File: config.mk
export PLATFORM = sky130hd
export DESIGN_NAME = sd_command_send
export DESIGN_NICKNAME = d
export VERILOG_FILES = /design/src/rtl/sd_command_send_pkg.sv /design/src/rtl/sd_command_send_crc7.sv /design/src/rtl/sd_command_send.sv
export SDC_FILE = /design/constraint.sdc
export NUM_CORES = 1
export LEC_CHECK = 0
export ABC_AREA = 1
export CORE_UTILIZATION = 31
export DETAILED_ROUTE_END_ITERATION = 6
export HOLD_SLACK_MARGIN = 0.1
export PLACE_DENSITY = 0.6
export SYNTH_ARGS = -nofsm -noshare
export SYNTH_HDL_FRONTEND = slang
export SYNTH_SLANG_ARGS = --single-unit
File: constraint.sdc
create_clock -name clk400 -period 4.1 [get_ports clk400]
set_input_delay 0.615 -clock clk400 [delete_from_list [all_inputs] [get_ports clk400]]
set_output_delay 0.615 -clock clk400 [all_outputs]
set_load 0.05 [all_outputs]
File: src/rtl/sd_command_send_pkg.sv
// Shared definitions for the SD SPI-mode command sender.
package sd_command_send_pkg;

  typedef enum logic [2:0] {
    StIdle,
    StSend,
    StWait,
    StResp,
    StData,
    StDone
  } state_e;

  // Frame framing constants
  localparam logic [1:0] FRAME_START = 2'b01;
  localparam logic       FRAME_STOP  = 1'b1;

  // Command indices used by the host
  localparam logic [5:0] CMD0  = 6'd0;
  localparam logic [5:0] CMD8  = 6'd8;
  localparam logic [5:0] CMD17 = 6'd17;

  localparam logic [7:0] R1_IDLE = 8'h01;
  localparam logic [7:0] R1_NONE = 8'hFF;

  // First 40 frame bits: start bits, index, argument. CRC7 covers exactly these.
  function automatic logic [39:0] frame_head(input logic [5:0] idx, input logic [31:0] arg);
    return {FRAME_START, idx, arg};
  endfunction

endpackage

File: src/rtl/sd_command_send_crc7.sv
// Serial CRC7 (x^7 + x^3 + 1, initial value 0), one message bit per enabled cycle.
module sd_crc7 (
  input  logic       clk400,
  input  logic       reset,
  input  logic       clear,
  input  logic       enable,
  input  logic       bit_in,
  output logic [6:0] crc
);

  logic [6:0] crc_q, crc_d;
  logic       fb;

  // Next-state: clear wins over a shift step.
  always_comb begin
    fb    = bit_in ^ crc_q[6];
    crc_d = crc_q;
    if (clear) begin
      crc_d = 7'd0;
    end else if (enable) begin
      crc_d = {crc_q[5:3], crc_q[2] ^ fb, crc_q[1:0], fb};
    end
  end

  // CRC register
  always_ff @(posedge clk400 or negedge reset) begin
    if (!reset) begin
      crc_q <= 7'd0;
    end else begin
      crc_q <= crc_d;
    end
  end

  assign crc = crc_q;

endmodule

File: src/rtl/sd_command_send.sv
// SD SPI-mode command sender: shifts out one 48-bit command frame with CRC7,
// captures R1, and optionally hands off to the block receiver for a data phase.
module sd_command_send
  import sd_command_send_pkg::*;
#(
  parameter int unsigned NCR_MAX      = 64,
  parameter int unsigned DATA_TIMEOUT = 16'hFFFF
) (
  input  logic        clk400,
  input  logic        reset,
  input  logic        start,
  input  logic [5:0]  cmdIndex,
  input  logic [31:0] cmdArg,
  input  logic        dataPhase,
  input  logic        SDin,
  output logic        SDout,
  output logic        busy,
  output logic        done,
  output logic [7:0]  response,
  output logic        timeout,
  output logic        rxEnable,
  input  logic        rxDone
);

  state_e      state_q, state_d;
  logic [5:0]  bit_cnt_q, bit_cnt_d;
  logic [15:0] cnt_q, cnt_d;
  logic [2:0]  resp_cnt_q, resp_cnt_d;
  logic [7:0]  resp_q, resp_d;
  logic        timeout_q, timeout_d;
  logic        rx_en_q, rx_en_d;
  logic        sdout_q, sdout_d;
  logic [39:0] head_q, head_d;
  logic        data_phase_q, data_phase_d;

  logic        crc_clear, crc_en, crc_bit;
  logic [6:0]  crc;
  logic [5:0]  nxt_bit;
  logic [2:0]  crc_sel;
  logic [7:0]  resp_shift;
  logic [39:0] head_new;

  // CRC is held at zero while idle. Frame bit 0 is always 0, which leaves a zero
  // CRC unchanged, so only bits 1..39 need to be clocked in.
  assign crc_clear = (state_q == StIdle);

  sd_crc7 u_crc7 (
    .clk400 (clk400),
    .reset  (reset),
    .clear  (crc_clear),
    .enable (crc_en),
    .bit_in (crc_bit),
    .crc    (crc)
  );

  // Next-state and registered-output logic
  always_comb begin
    state_d      = state_q;
    bit_cnt_d    = bit_cnt_q;
    cnt_d        = cnt_q;
    resp_cnt_d   = resp_cnt_q;
    resp_d       = resp_q;
    timeout_d    = timeout_q;
    rx_en_d      = 1'b0;
    sdout_d      = sdout_q;
    head_d       = head_q;
    data_phase_d = data_phase_q;
    crc_en       = 1'b0;
    crc_bit      = 1'b0;
    nxt_bit      = bit_cnt_q + 6'd1;
    crc_sel      = 3'(6'd46 - nxt_bit);
    resp_shift   = {resp_q[6:0], SDin};
    head_new     = frame_head(cmdIndex, cmdArg);

    unique case (state_q)
      StIdle: begin
        sdout_d = 1'b1;
        if (start) begin
          // Bit 0 goes straight out; the rest of the head waits MSB-aligned.
          sdout_d      = head_new[39];
          head_d       = {head_new[38:0], 1'b0};
          data_phase_d = dataPhase;
          timeout_d    = 1'b0;
          resp_d       = R1_NONE;
          bit_cnt_d    = 6'd0;
          cnt_d        = 16'd0;
          resp_cnt_d   = 3'd0;
          state_d      = StSend;
        end
      end

      StSend: begin
        if (bit_cnt_q == 6'd47) begin
          sdout_d = 1'b1;
          cnt_d   = 16'd0;
          state_d = StWait;
        end else begin
          bit_cnt_d = nxt_bit;
          if (nxt_bit < 6'd40) begin
            sdout_d = head_q[39];
            crc_en  = 1'b1;
            crc_bit = head_q[39];
            head_d  = {head_q[38:0], 1'b0};
          end else if (nxt_bit < 6'd47) begin
            // By bit 40 the CRC register holds the full 40-bit remainder.
            sdout_d = crc[crc_sel];
          end else begin
            sdout_d = FRAME_STOP;
          end
        end
      end

      StWait: begin
        if (!SDin) begin
          resp_d     = resp_shift;
          resp_cnt_d = 3'd1;
          state_d    = StResp;
        end else if (cnt_q == 16'(NCR_MAX - 1)) begin
          timeout_d = 1'b1;
          state_d   = StDone;
        end else begin
          cnt_d = cnt_q + 16'd1;
        end
      end

      StResp: begin
        resp_d     = resp_shift;
        resp_cnt_d = resp_cnt_q + 3'd1;
        if (resp_cnt_q == 3'd7) begin
          if (data_phase_q && (resp_shift == 8'h00)) begin
            rx_en_d = 1'b1;
            cnt_d   = 16'd0;
            state_d = StData;
          end else begin
            state_d = StDone;
          end
        end
      end

      StData: begin
        sdout_d = 1'b1;
        if (rxDone) begin
          state_d = StDone;
        end else if (cnt_q == 16'(DATA_TIMEOUT - 1)) begin
          timeout_d = 1'b1;
          state_d   = StDone;
        end else begin
          cnt_d = cnt_q + 16'd1;
        end
      end

      StDone: begin
        state_d = StIdle;
      end

      default: begin
        state_d = StIdle;
      end
    endcase
  end

  // State and datapath registers
  always_ff @(posedge clk400 or negedge reset) begin
    if (!reset) begin
      state_q      <= StIdle;
      bit_cnt_q    <= 6'd0;
      cnt_q        <= 16'd0;
      resp_cnt_q   <= 3'd0;
      resp_q       <= R1_NONE;
      timeout_q    <= 1'b0;
      rx_en_q      <= 1'b0;
      sdout_q      <= 1'b1;
      head_q       <= 40'd0;
      data_phase_q <= 1'b0;
    end else begin
      state_q      <= state_d;
      bit_cnt_q    <= bit_cnt_d;
      cnt_q        <= cnt_d;
      resp_cnt_q   <= resp_cnt_d;
      resp_q       <= resp_d;
      timeout_q    <= timeout_d;
      rx_en_q      <= rx_en_d;
      sdout_q      <= sdout_d;
      head_q       <= head_d;
      data_phase_q <= data_phase_d;
    end
  end

  assign SDout    = sdout_q;
  assign busy     = (state_q != StIdle);
  assign done     = (state_q == StDone);
  assign response = resp_q;
  assign timeout  = timeout_q;
  assign rxEnable = rx_en_q;

endmodule

==> results of run 1 <==
[cells in the final DEF, fill, tap and decap left out, types with 7 or more instances in the layout]
master / n
clkbuf_16: 9
nor2_1: 36
inv_1: 81
ha_1: 7
dfstp_2: 9
nor3_1: 11
nand4_1: 10
clkdlybuf4s50_1: 55
o21ai_2: 10
o211ai_2: 29
xor2_1: 12
o21ai_1: 34
dfrtp_1: 77
nand2_1: 122
o21ai_0: 27
inv_2: 8
o211ai_1: 9
nand3_1: 29
[routing by layer]
| metal | global-route usage (%) | share of wire (%) | routed length, um | vias to the layer above |
|---|---|---|---|---|
| li1 | - | - | - | 1986 |
| met2 | 23.5 | 47 | 4970 | 70 |
| met5 | 0 | 0 | 0 | - |
| met1 | 18.6 | 48 | 5160 | 1821 |
| met4 | 4.62 | 1.2 | 128 | 0 |
| met3 | 3.12 | 3.6 | 387 | 9 |
[sequential cells by signal (all words and copies together) (netlist names)]
name	flops
SDout	1
bit_cnt_q	6
head_q	39
data_phase_q	1
rxEnable	1
response	8
state_q	3
resp_cnt_q	3
cnt_q	16
timeout	1
u_crc7.crc	7
[cell type report]
| class | instances | share of cell area, % |
|---|---|---|
| Clock buffer | 10 | 4.10 |
| Clock inverter | 5 | 1.03 |
| Inverter | 90 | 5.80 |
| Multi-Input combinational cell | 378 | 37.8 |
| Sequential cell | 86 | 37.2 |
| Tap cell | 188 | 4.04 |
| Timing Repair Buffer | 60 | 10.1 |
[worst paths after layout]
kind / to / slack [ns] / depth (start not counted)
worst max-delay path: busy / 1.21 / 5
worst min-delay path: head_q[13] / 0.33 / 1
worst max register to register: u_crc7.crc[6] / 1.64 / 7
worst min register to register: timeout / 0.49 / 2
max in group asynchronous: SDout / 2.83 / 2
min in group clk400: timeout / 0.49 / 2
[synth_stat cells, types with 8 or more instances]
cell,count,share of area (%)
nand2_1,122,9.5
inv_1,81,6.3
dfrtp_1,77,40
nor2_1,36,2.8
o21ai_1,34,3.5
nand3_1,29,3.0
o211ai_2,29,7.5
o21ai_0,27,2.8
xor2_1,12,2.2
nor3_1,11,1.1
nand4_1,10,1.3
o21ai_2,10,1.8
dfstp_2,9,4.9
o211ai_1,9,1.4
inv_2,8,0.62
[through the flow]
stage          utilization [%]  instances  power (mW)  setup slack [ns]
2_1_floorplan                -        575       0.893              1.86
3_3_place_gp              36.3        802       0.964              1.59
3_5_place_dp              36.3        802       0.965              1.55
4_1_cts                   38.3        817        1.80              1.19
5_1_grt                   38.3        817        1.84              1.08
6_report                  38.3        817        1.77              1.21
[worst reg2reg max path, stage by stage, from the launching register on]
cell and delay [ns]:
dfrtp_1 0.45, inv_2 0.16, nand3_2 0.17, inv_2 0.16
buf_4 0.69, nand2_1 0.35, nand2_1 0.24, o21ai_0 0.12
[where the power goes]
group	leakage (nW)	internal [mW]	switching, mW
Combinational	1.22	0.0445	0.0495
Sequential	1.12	0.852	0.00116
Clock	0.145	0.487	0.340
[cells by family after synthesis]
group | after synthesis
compound gates | 130
xor+xnor | 13
fa+ha+maj | 7
buf+inv | 111
flops | 86
simple gates | 228
==> metrics.csv, run 1 <==
stage;metric;value;unit
route;drtAntennaViolNets;0;
die;core.rowCount;45;
place;io_buffer_count;56;
clock_network;postCtsSetupBuffers;0;
yosys;yosysWarningCount;0;
sta;rsz0062_at_grt;false;
yosys;netlist-cell-type-count;41;
yosys;synthesis.area_per_instance;8.42;sq um
sta;max_clock_freq;346;MHz
die;boundaryPins;57;
cells_and_area;seq_area;2160;sq um
clock_network;root_buffer_selected_by_cts;clkbuf_16;
yosys;post_synth_mux_area_share;0;%
setup_path;r2r_start;state_q[2];
place;gpl_congestion;0.850;
yosys;syn_inst;575;
cells_and_area;multiInputGateArea;2200;sq um
setup_path;worst-endpoint-required;3.48;ns
sta;period_share;70.5;%
sta;fin_hold_viols;0;
min_path;worst_hold_path_type;in -> async;
yosys;largest_family_of_logic_cells_by_synthesized_area;simple AND/OR/NAND/NOR gates;
route;wire_per_inst;13.0;um
setup_path;cp_max_fo;8;
cells_and_area;postLayoutCellArea;5820;sq um
sta;sum_of_negative_setup_slack;0;ns
global_routing;first_global_vias;3927;
sta;holdWs;0.334;ns
yosys;ys_seq_area_share;44.7;%
setup_path;worst_path_max_delay_cell;clkdlybuf4s50_1;
sta;total_of_endpoints_with_negative_setup_slack_in_the_final_report;0;
yosys;synth_compound_gate_area_share;19.9;%
yosys;ys_async_sr_fraction;100;%
global_routing;antenna_found_initial;0;
cells_and_area;post_route_cells_drive_above_1_share;14.9;%
yosys;adder_cell_area_share_of_the_yosys_netlist;1.81;%
cells_and_area;design.final.nets;676;
clock_network;worstSkewPairLatency;0.33;ns
route;route.detailed.vias_per_inst;4.76;
clock_network;cts_buffers;9;
cells_and_area;fillerInstances;1552;
yosys;yosys.area_share.xor_xnor;2.35;%
clock_network;cts_repair_resize_count;0;
global_routing;global_route.usage.total;14.3;%
setup_path;crit_path_end_kind;output port;
setup_path;worstPathArrival;2.28;ns
setup_path;crit_path_start_kind;flop;
cells_and_area;area_delta_synth_final;20.3;%
place;place_hpwl;7.65;mm
route;first_pass_iters;4;
yosys;synth_enable_flop_cells;0;
yosys;dominantRegCellSynth;dfrtp_1;
clock_network;cts.path.max_buffers;2;
setup_path;buffering_stage_count_on_the_worst_path_with_inverters_included;3;
route;drt_iter0_drc;200;
yosys;post_synth_instance_area;4840;sq um
setup_path;worstPathCellList;nor2_2 -> inv_2 -> nor2_4 -> clkinv_1 -> clkdlybuf4s50_1;
setup_path;crit_type;reg -> out;
sta;timing.final.max_slew_violations;0;
route;detail_route.drc_violations;0;
global_routing;grt_pass1_wl;18.5;mm
sta;worst_slew_margin_rel;37.7;%
sta;worstMarginPinSlew;0.934;ns
die;fp.dieArea;16100;sq um
yosys;ys_ff_latch;86;
sta;fin_worst_skew;0.00479;ns
flow_run;drv_cap;0;
clock_network;clk_pin_slew;0.06;ns
cells_and_area;diodes;0;
power;ir_drop;0.000254;V
outcome;run_status;complete, no violations;
yosys;synthesis.nets;626;
clock_network;cts_htree_levels;3;
route;via_count;3886;
sta;timing.final.crit_period;2.89;ns
die;floorplan.die.height;127;um
clock_network;tritoncts;built;
yosys;yosys.area_share.simple;21.4;%
global_routing;globalRouteOverflowTotal;0;
die;floorplan.die.width;127;um
power;p_leak;2.48;nW
die;core_region_area;15200;sq um
power;p_per_area;305;nW/um^2
setup_path;critPathLaunch;state_q[1];
clock_network;postCtsHoldBufs;0;
global_routing;grt_max_degree;81;
setup_path;path_delay_family;buffers and inverters;
die;start_util;31.8;%
route;route.final.wire_length;10.6;mm
setup_path;slowest_delay;0.76;ns
clock_network;cts.sinks;86;
place;dpl-instance-area;5520;sq um
Power figures use the tool's default switching activity.
==> run 2: changes to the inputs <==
==> constraint.sdc (replaced) <==
create_clock -name clk400 -period 2.85 [get_ports clk400]
set_input_delay 0.4275 -clock clk400 [delete_from_list [all_inputs] [get_ports clk400]]
set_output_delay 0.4275 -clock clk400 [all_outputs]
set_load 0.05 [all_outputs]
==> run 2 against run 1 <==
First-iteration DRC count is 30% higher. Non-clock buffer count is 1 lower. Routed wire length is 2.4% lower. Clock skew hardly changed. Utilization is 0.44 points higher. Clock-buffer cell count is 3 higher. Combinational power is 45% higher. Clock power is 58% higher. Design area is 1.1% higher. Sequential power is 44% higher. Via count is 0.44% higher.
==> metrics.csv, run 2 (synthesis gave the netlist of run 1 again) <==
stage;metric;value;unit;change
place;gpl_congestion;0.887;;+4.4%
cells_and_area;post_route_cells_drive_above_1_share;14.8;%;-0.16 points
setup_path;worst_path_max_delay_cell;clkdlybuf4s50_1;;
clock_network;cts.path.max_buffers;2;;unchanged
clock_network;root_buffer_selected_by_cts;clkbuf_16;;
route;via_count;3903;;+0.44%
sta;worstMarginPinSlew;0.578;ns;-0.356 ns
sta;sum_of_negative_setup_slack;0;ns;unchanged
flow_run;drv_cap;0;;unchanged
cells_and_area;most-common-layout-cells;nand2_1, inv_1, dfrtp_1, clkdlybuf4s50_1, nor2_1;;
clock_network;cts_buffers;9;;unchanged
clock_network;postCtsHoldBufs;0;;unchanged
cells_and_area;design.final.nets;675;;-0.15%
setup_path;slowest_delay;0.76;ns;about the same
cells_and_area;fillerInstances;1543;;-0.58%
cells_and_area;largest_register;head_q;;
clock_network;cts_htree_levels;3;;unchanged
global_routing;globalRouteOverflowTotal;0;;unchanged
cells_and_area;seq_area;2160;sq um;unchanged
sta;total_of_endpoints_with_negative_setup_slack_in_the_final_report;0;;unchanged
die;core_region_area;15200;sq um;unchanged
cells_and_area;mostFrequentLayoutCell;nand2_1;;
setup_path;buffering_stage_count_on_the_worst_path_with_inverters_included;3;;unchanged
outcome;run_status;complete, no violations;;
route;first_pass_iters;4;;unchanged
sta;max_clock_freq;373;MHz;
clock_network;cts.sinks;86;;unchanged
die;floorplan.die.width;127;um;unchanged
sta;worst_slew_margin_rel;61.3;%;+24 points
setup_path;r2r_start;bit_cnt_q[0];;
sta;rsz0062_at_grt;false;;
die;floorplan.die.height;127;um;unchanged
sta;period_share;94.2;%;
cells_and_area;largest_register_ff_count;39;;unchanged
power;ir_drop;0.000305;V;+20%
clock_network;cts_repair_resize_count;0;;unchanged
sta;fin_worst_skew;0.00433;ns;-0.000457 ns
route;wire_per_inst;12.7;um;-2.4%
route;route.final.wire_length;10.4;mm;-2.4%
die;fp.dieArea;16100;sq um;unchanged
sta;holdWs;0.116;ns;-0.218 ns
cells_and_area;diodes;0;;unchanged
setup_path;cp_max_fo;8;;unchanged
sta;fin_hold_viols;0;;unchanged
cells_and_area;area_delta_synth_final;21.7;%;
setup_path;crit_path_start_kind;flop;;
route;drt_iter0_drc;259;;+30%
sta;timing.final.max_slew_violations;0;;unchanged
route;route.detailed.vias_per_inst;4.78;;+0.44%
sta;timing.final.crit_period;2.68;ns;
global_routing;grt_max_degree;87;;+7.4%
cells_and_area;multiInputGateArea;2200;sq um;unchanged
global_routing;grt_pass1_wl;18.2;mm;-1.3%
global_routing;antenna_found_initial;0;;unchanged
clock_network;postCtsSetupBuffers;0;;unchanged
place;place_hpwl;7.25;mm;-5.2%
clock_network;tritoncts;built;;
global_routing;first_global_vias;3945;;+0.46%
setup_path;worstPathArrival;2.26;ns;-0.02 ns
setup_path;worst-endpoint-required;2.42;ns;-1.06 ns
die;core.rowCount;45;;unchanged
place;io_buffer_count;56;;unchanged
clock_network;clk_pin_slew;0.06;ns;about the same
min_path;worst_hold_path_type;in -> async;;
die;start_util;31.8;%;unchanged
setup_path;path_delay_family;buffers and inverters;;
global_routing;global_route.usage.total;14.2;%;-0.10 points
setup_path;critPathLaunch;state_q[1];;
power;p_leak;2.51;nW;+1.0%
setup_path;worstPathCellList;nor2_2 -> inv_2 -> nor2_4 -> clkinv_1 -> clkdlybuf4s50_1;;
die;boundaryPins;57;;unchanged
power;p_per_area;454;nW/um^2;+49%
clock_network;worstSkewPairLatency;0.34;ns;about the same
setup_path;crit_type;reg -> out;;
route;detail_route.drc_violations;0;;unchanged
route;drtAntennaViolNets;0;;unchanged
setup_path;crit_path_end_kind;output port;;
==> run 2: report_power, final <==
| part | switching (mW) | total, mW | internal (mW) | leakage, nW |
|---|---|---|---|---|
| sequential | 0.00155 | 1.23 | 1.23 | 1.12 |
| combinational | 0.0699 | 0.136 | 0.0660 | 1.22 |
| clock | 0.473 | 1.31 | 0.839 | 0.166 |
==> run 2: metal layers <==
layer  wire [um]  global-route usage, %  vias to the layer above
met5           0                      0                        -
met4         215                   6.58                        0
met2        4810                   22.8                       79
met1        4980                   18.0                     1811
li1            -                      -                     1993
met3         382                   3.37                       20
==> run 2: cell type report <==
type | instances | area share, %
clock buffer | 13 | 4.59
clock inverter | 3 | 1.10
inverter | 90 | 5.74
multi-input combinational | 378 | 37.3
sequential | 86 | 36.7
tap | 188 | 3.99
timing repair buffer | 59 | 10.5
==> run 2: through the flow <==
stage          worst slack [ns]  utilization, %  area, sq um  power (mW)  cells
3_5_place_dp              0.538            36.5         5550        1.39    801
6_report                  0.166            38.7         5890        2.68    817
3_3_place_gp              0.606            36.5         5550        1.39    801
5_1_grt                  0.0580            38.7         5890        2.77    817
4_1_cts                   0.151            38.7         5890        2.72    817
2_1_floorplan             0.798               -         4840        1.28    575
==> run 2: final timing paths <==
kind,cells past startpoint,end,slack (ns)
min,2,cnt_q[1],0.12
max reg2reg,9,cnt_q[0],0.67
max in group asynchronous,2,SDout,2.37
max,5,busy,0.17
min reg2reg,2,head_q[38],0.48
min in group clk400,2,head_q[38],0.48
==> patch 1: new RTL, settings of run 2 <==
Remove the register `rx_en_q`: a continuous assignment takes its place, so the output `rxEnable` follows one clock earlier.
--- a/src/rtl/sd_command_send.sv
+++ b/src/rtl/sd_command_send.sv
@@ -169,5 +169,4 @@
       resp_q       <= R1_NONE;
       timeout_q    <= 1'b0;
-      rx_en_q      <= 1'b0;
       sdout_q      <= 1'b1;
       head_q       <= 40'd0;
@@ -180,5 +179,4 @@
       resp_q       <= resp_d;
       timeout_q    <= timeout_d;
-      rx_en_q      <= rx_en_d;
       sdout_q      <= sdout_d;
       head_q       <= head_d;
@@ -186,4 +184,6 @@
     end
   end
+
+  assign rx_en_q = rx_en_d;
 
   assign SDout    = sdout_q;
Check against the original RTL: same outputs for any inputs over 10 cycles, from zero or initial values and one cycle with reset low; that may be too few to reach the edited logic, so the function may still have changed.
==> patch 1 against run 2 <==
Hold slack improved by 370 ps; die area decreased by 0.51%; global-route usage shrank 0.084 points; power shrank 3.6%; count of clock-buffer cells in the layout is 2 higher; via count increased by 1.6%; maximum frequency up 1.4%; sequential cell count fell by 1; worst setup slack better by 38 ps; sequential share of layout area shrank 0.27 points; synthesized area fell by 0.52%; final area down 0.43%; routed wire length grew 0.35%.
==> patch 1: results <==
metrics = {
    "outcome": {
        "status": "complete, no violations",
    },
    "placement": {
        "dp_hpwl_um": 7300,
        "dp_cells": 801,
        "dp_slack_ps": 573,
        "portBuffers": 56,
        "finalWeightedCongestion": 0.920,
    },
    "drt": {
        "detail_route.first_pass.iterations": 5,
        "dr.first_iter.drc_count": 265,
        "wl_um": 10400,
        "vias": 3965,
        "wire_per_inst_um": 12.7,
    },
    "worst_setup_path": {
        "slowest_delay_ps": 750,
        "crit_family": "buffers and inverters",
        "critPathSlowestCell": "clkdlybuf4s50_1",
        "path_max_fanout": 8,
    },
    "logic_synthesis": {
        "yosysUniqueCellTypes": 41,
        "syn_nets": 625,
        "synth_common_cells": "nand2_1 (122), inv_1 (81), dfrtp_1 (76), nor2_1 (36), o21ai_1 (34)",
        "synth-main-ff-cell": "dfrtp_1",
        "netlist_instances": 574,
        "ys_async_sr_fraction_pct": 100,
        "synth.area.top_cells": "dfrtp_1 (39%), nand2_1 (9.5%), o211ai_2 (7.5%)",
        "synth_seq_area_share_pct": 44.4,
        "yosysWarnings": 0,
        "netlist_area_um2": 4820,
    },
    "final_layout": {
        "nets": 676,
        "largest_register_ffs": 39,
        "final_layout_size_suffix_gt1_share_pct": 14.8,
        "top_register": "head_q",
        "n_fill_cell": 1513,
        "n_antenna_cell": 0,
    },
    "clocking": {
        "htreeDepth": 3,
        "cts-resized-gates": 0,
        "clockBufferDepth": 2,
        "clock-root-buffer": "clkbuf_16",
        "clk_latency_ps": 350,
        "cts.clk_slew.worst_paths_ps": 60,
        "numCtsBuffers": 9,
    },
    "global_route": {
        "grt_max_degree": 81,
        "antenna_found_initial": 0,
        "grt_pass1_vias": 3915,
        "grt_use_total_pct": 14.1,
        "grt_pass1_wl_um": 18000,
    },
    "sta": {
        "fin_skew_ps": 8.51,
        "slew_headroom_pct": 63.7,
        "slew_viol_final": 0,
    },
    "power_and_ir_drop": {
        "ir_drop_uv": 327,
        "power_switching_mw": 0.548,
        "p_leak_nw": 2.49,
    },
    "hold_path": {
        "hp-class": "flip-flop to flip-flop",
    },
}
-- patch 1: cell families after synthesis --
kind of cell	after synthesis	share of synthesized area, %
and+or+nand+nor	228	21.5
AOI/OAI and AO/OA	130	20.0
buffers and inverters	111	9.92
DFF	85	44.4
xor gates and xnor gates	13	2.36
adders and majority gates	7	1.82
-- patch 1: layer usage --
metal	up-vias	track usage, %	share of wire (%)
met1	1864	17.6	46
met5	-	0	0
li1	1994	-	-
met2	93	22.9	48
met4	0	6.66	2.0
met3	14	3.37	4.3
-- patch 1: layout make-up --
cell class                      instances  area (µm²)  share of cell area, %
Multi-Input combinational cell        378        2200                   37.5
Inverter                               90         338                   5.76
Timing Repair Buffer                   61         646                   11.0
Clock buffer                           15         278                   4.74
Tap cell                              188         235                   4.01
Clock inverter                          1        30.0                  0.512
Sequential cell                        85        2140                   36.5
-- patch 1: per-stage QoR --
step           area (µm²)  power, mW
2_1_floorplan        4820       1.27
3_3_place_gp         5550       1.37
3_5_place_dp         5550       1.37
4_1_cts              5860       2.62
5_1_grt              5860       2.69
6_report             5860       2.58
-- patch 1: power by group through the flow --
stage	Clock (mW)	Sequential, mW	Combinational (mW)
floorplan	0	1.24	0.0273
global placement	0	1.23	0.136
detailed placement	0	1.23	0.137
CTS	1.27	1.21	0.139
global route	1.33	1.21	0.148
finish	1.23	1.21	0.135
-- patch 1: worst paths after layout --
check,end,start,slack [ps],depth (start not counted)
max in group asynchronous,head_q[12],reset,1620,3
setup / recovery,busy,state_q[1],200,5
hold / removal,head_q[38],head_q[38],490,2
hold reg to reg,head_q[38],head_q[38],490,2
setup reg to reg,cnt_q[14],bit_cnt_q[0],640,9
min in group asynchronous,cnt_q[2],reset,570,2
-- patch 1: worst min-delay path: stages (launching register included) --
cell and delay, ps:
dfrtp_1 340, nand2_1 50, nand2_1 60
-- patch 1: what timing repair did --
action                                 4_1_cts  5_1_grt
setup buffers                                0        0
setup endpoints to repair                    0        0
endpoints found under the hold margin       23        0
hold buffers                                 1        0
==> patch 2: new RTL, flow settings as in run 2 <==
Without the edit above. `DATA_TIMEOUT`: 16'hFFFF -> 16'h8000.
--- a/src/rtl/sd_command_send.sv
+++ b/src/rtl/sd_command_send.sv
@@ -5,5 +5,5 @@
 #(
   parameter int unsigned NCR_MAX      = 64,
-  parameter int unsigned DATA_TIMEOUT = 16'hFFFF
+  parameter int unsigned DATA_TIMEOUT = 16'h8000
 ) (
   input  logic        clk400,
Check against the original RTL: same outputs for any inputs over 10 cycles, from zero or initial values and one cycle with reset low; that may be too few to reach the edited logic, so the function may still have changed.
==> patch 2 against run 2 <==
Worst setup slack better by 220 ps; final area down 3.7%; routed wire length down 3.5%; sequential cell count unchanged; die area down 4.5%; synthesized area down 4.6%; maximum frequency up 9.1%; non-clock buffer count up 2.
Power is not compared: it rests on default switching activity, and its combinational part moved more than twofold at a synthesized area within 25%.
==> patch 2: results <==
metrics = {
    "final_layout": {
        "final_layout_size_suffix_gt1_share_pct": 13.2,
        "nets": 664,
        "largest_register_ffs": 39,
        "top_register": "head_q",
        "n_antenna_cell": 0,
        "n_fill_cell": 1460,
    },
    "logic_synthesis": {
        "synth-main-ff-cell": "dfrtp_1",
        "synth_compound_area_share_pct": 13.7,
        "synth_xor_area_share_pct": 1.71,
        "synth_seq_area_share_pct": 46.8,
        "synth.area.top_cells": "dfrtp_1 (42%), nand2_1 (12%), nor2_1 (5.6%)",
        "muxShareOfSynthArea_pct": 0,
        "ys_async_sr_fraction_pct": 100,
        "syn_nets": 614,
        "yosysWarnings": 0,
        "yosysUniqueCellTypes": 41,
        "synth_common_cells": "nand2_1 (145), dfrtp_1 (77), nor2_1 (69), nand3_1 (39)",
        "synthAdderAreaFrac_pct": 1.63,
    },
    "global_route": {
        "antenna_found_initial": 0,
        "grt_use_total_pct": 13.8,
        "grt_pass1_wl_um": 16900,
        "grt_pass1_vias": 3732,
        "grt_max_degree": 81,
    },
    "clocking": {
        "clk_latency_ps": 340,
        "clock-root-buffer": "clkbuf_16",
        "cts.clk_slew.worst_paths_ps": 60,
        "numCtsBuffers": 9,
        "clockBufferDepth": 2,
        "cts_setup_buffers": 0,
        "cts-resized-gates": 0,
        "htreeDepth": 3,
    },
    "worst_setup_path": {
        "crit_start": "state_q[1]",
        "crit_family": "buffers and inverters",
        "slowest_delay_ps": 820,
        "worstPathArrival_ps": 2030,
        "critPathSlowestCell": "clkdlybuf4s50_1",
        "reg2reg_from": "bit_cnt_q[0]",
        "path_max_fanout": 8,
    },
    "power_and_ir_drop": {
        "ir_drop_uv": 465,
        "switching_share_pct": 41.7,
        "p_leak_nw": 2.50,
    },
    "drt": {
        "detail_route.first_pass.iterations": 4,
        "dr.first_iter.drc_count": 342,
        "vias": 3881,
        "wire_per_inst_um": 12.5,
    },
    "outcome": {
        "status": "complete, no violations",
    },
    "placement": {
        "finalWeightedCongestion": 0.859,
        "portBuffers": 56,
        "dp_hpwl_um": 7030,
    },
    "sta": {
        "fin_skew_ps": 9.32,
        "slew_headroom_pct": 32.8,
    },
    "hold_path": {
        "hp-class": "input pin to async pin",
    },
}
==> patch 2: changes by cell type in the layout (fill, tap and decap cells not counted), sizes merged, moves of 3 or more <==
cell,delta
nand3,+9
o211ai,-38
nand4,-4
nand3b,+3
o21ai,-40
nor2,+38
nor3,-4
or2,+6
nand2,+24
a31oi,+36
xor2,-6
inv,-43
==> patch 2: cell type report <==
type                            count  share of cell area (%)
Timing Repair Buffer               61                    10.7
Inverter                           45                    2.98
Multi-Input combinational cell    411                    37.6
Tap cell                          184                    4.06
Clock buffer                       11                    4.28
Clock inverter                      5                    2.27
Sequential cell                    86                    38.1
==> patch 2: layer usage <==
layer | vias to the layer above | global-route usage (%) | routed length (µm)
met5 | - | 0 | 0
met4 | 0 | 6.92 | 221
met1 | 1817 | 17.4 | 4720
met3 | 16 | 2.11 | 331
li1 | 1966 | - | -
met2 | 82 | 22.8 | 4750
==> patch 2: path summary, 6_finish.rpt <==
check	end	slack, ps	depth (start not counted)
max	busy	390	5
min	head_q[36]	260	1
max reg2reg	head_q[9]	570	10
min reg2reg	SDout	500	2
max in group asynchronous	response[3]	1840	2
min in group clk400	SDout	500	2
==> patch 2: power groups by stage <==
stage                     registers [mW]  logic (mW)  clock network (mW)
after floorplan                     1.99        2.10                   0
after global placement              1.97        2.45                   0
after detailed placement            1.98        2.53                   0
after CTS                           1.96        2.53                1.50
after global routing                2.02        2.87                1.55
final                               1.97        2.51                1.46
==> patch 2: per-stage QoR <==
step / setup slack [ps] / cells / cell area, µm² / util [%] / hold WS [ps]
after floorplan: 869 / 564 / 4620 / - / 132
after global placement: 535 / 787 / 5300 / 36.5 / 482
after global routing: 296 / 803 / 5670 / 39.0 / 359
after CTS: 377 / 803 / 5670 / 39.0 / 308
final: 390 / 803 / 5670 / 39.0 / 265
after detailed placement: 489 / 787 / 5300 / 36.5 / 486
==> patch 2: kinds of logic after synthesis <==
family | count (synthesis)
xor+xnor | 9
simple gates | 300
compound gates | 96
fa+ha+maj | 6
buf+inv | 67
flops | 86
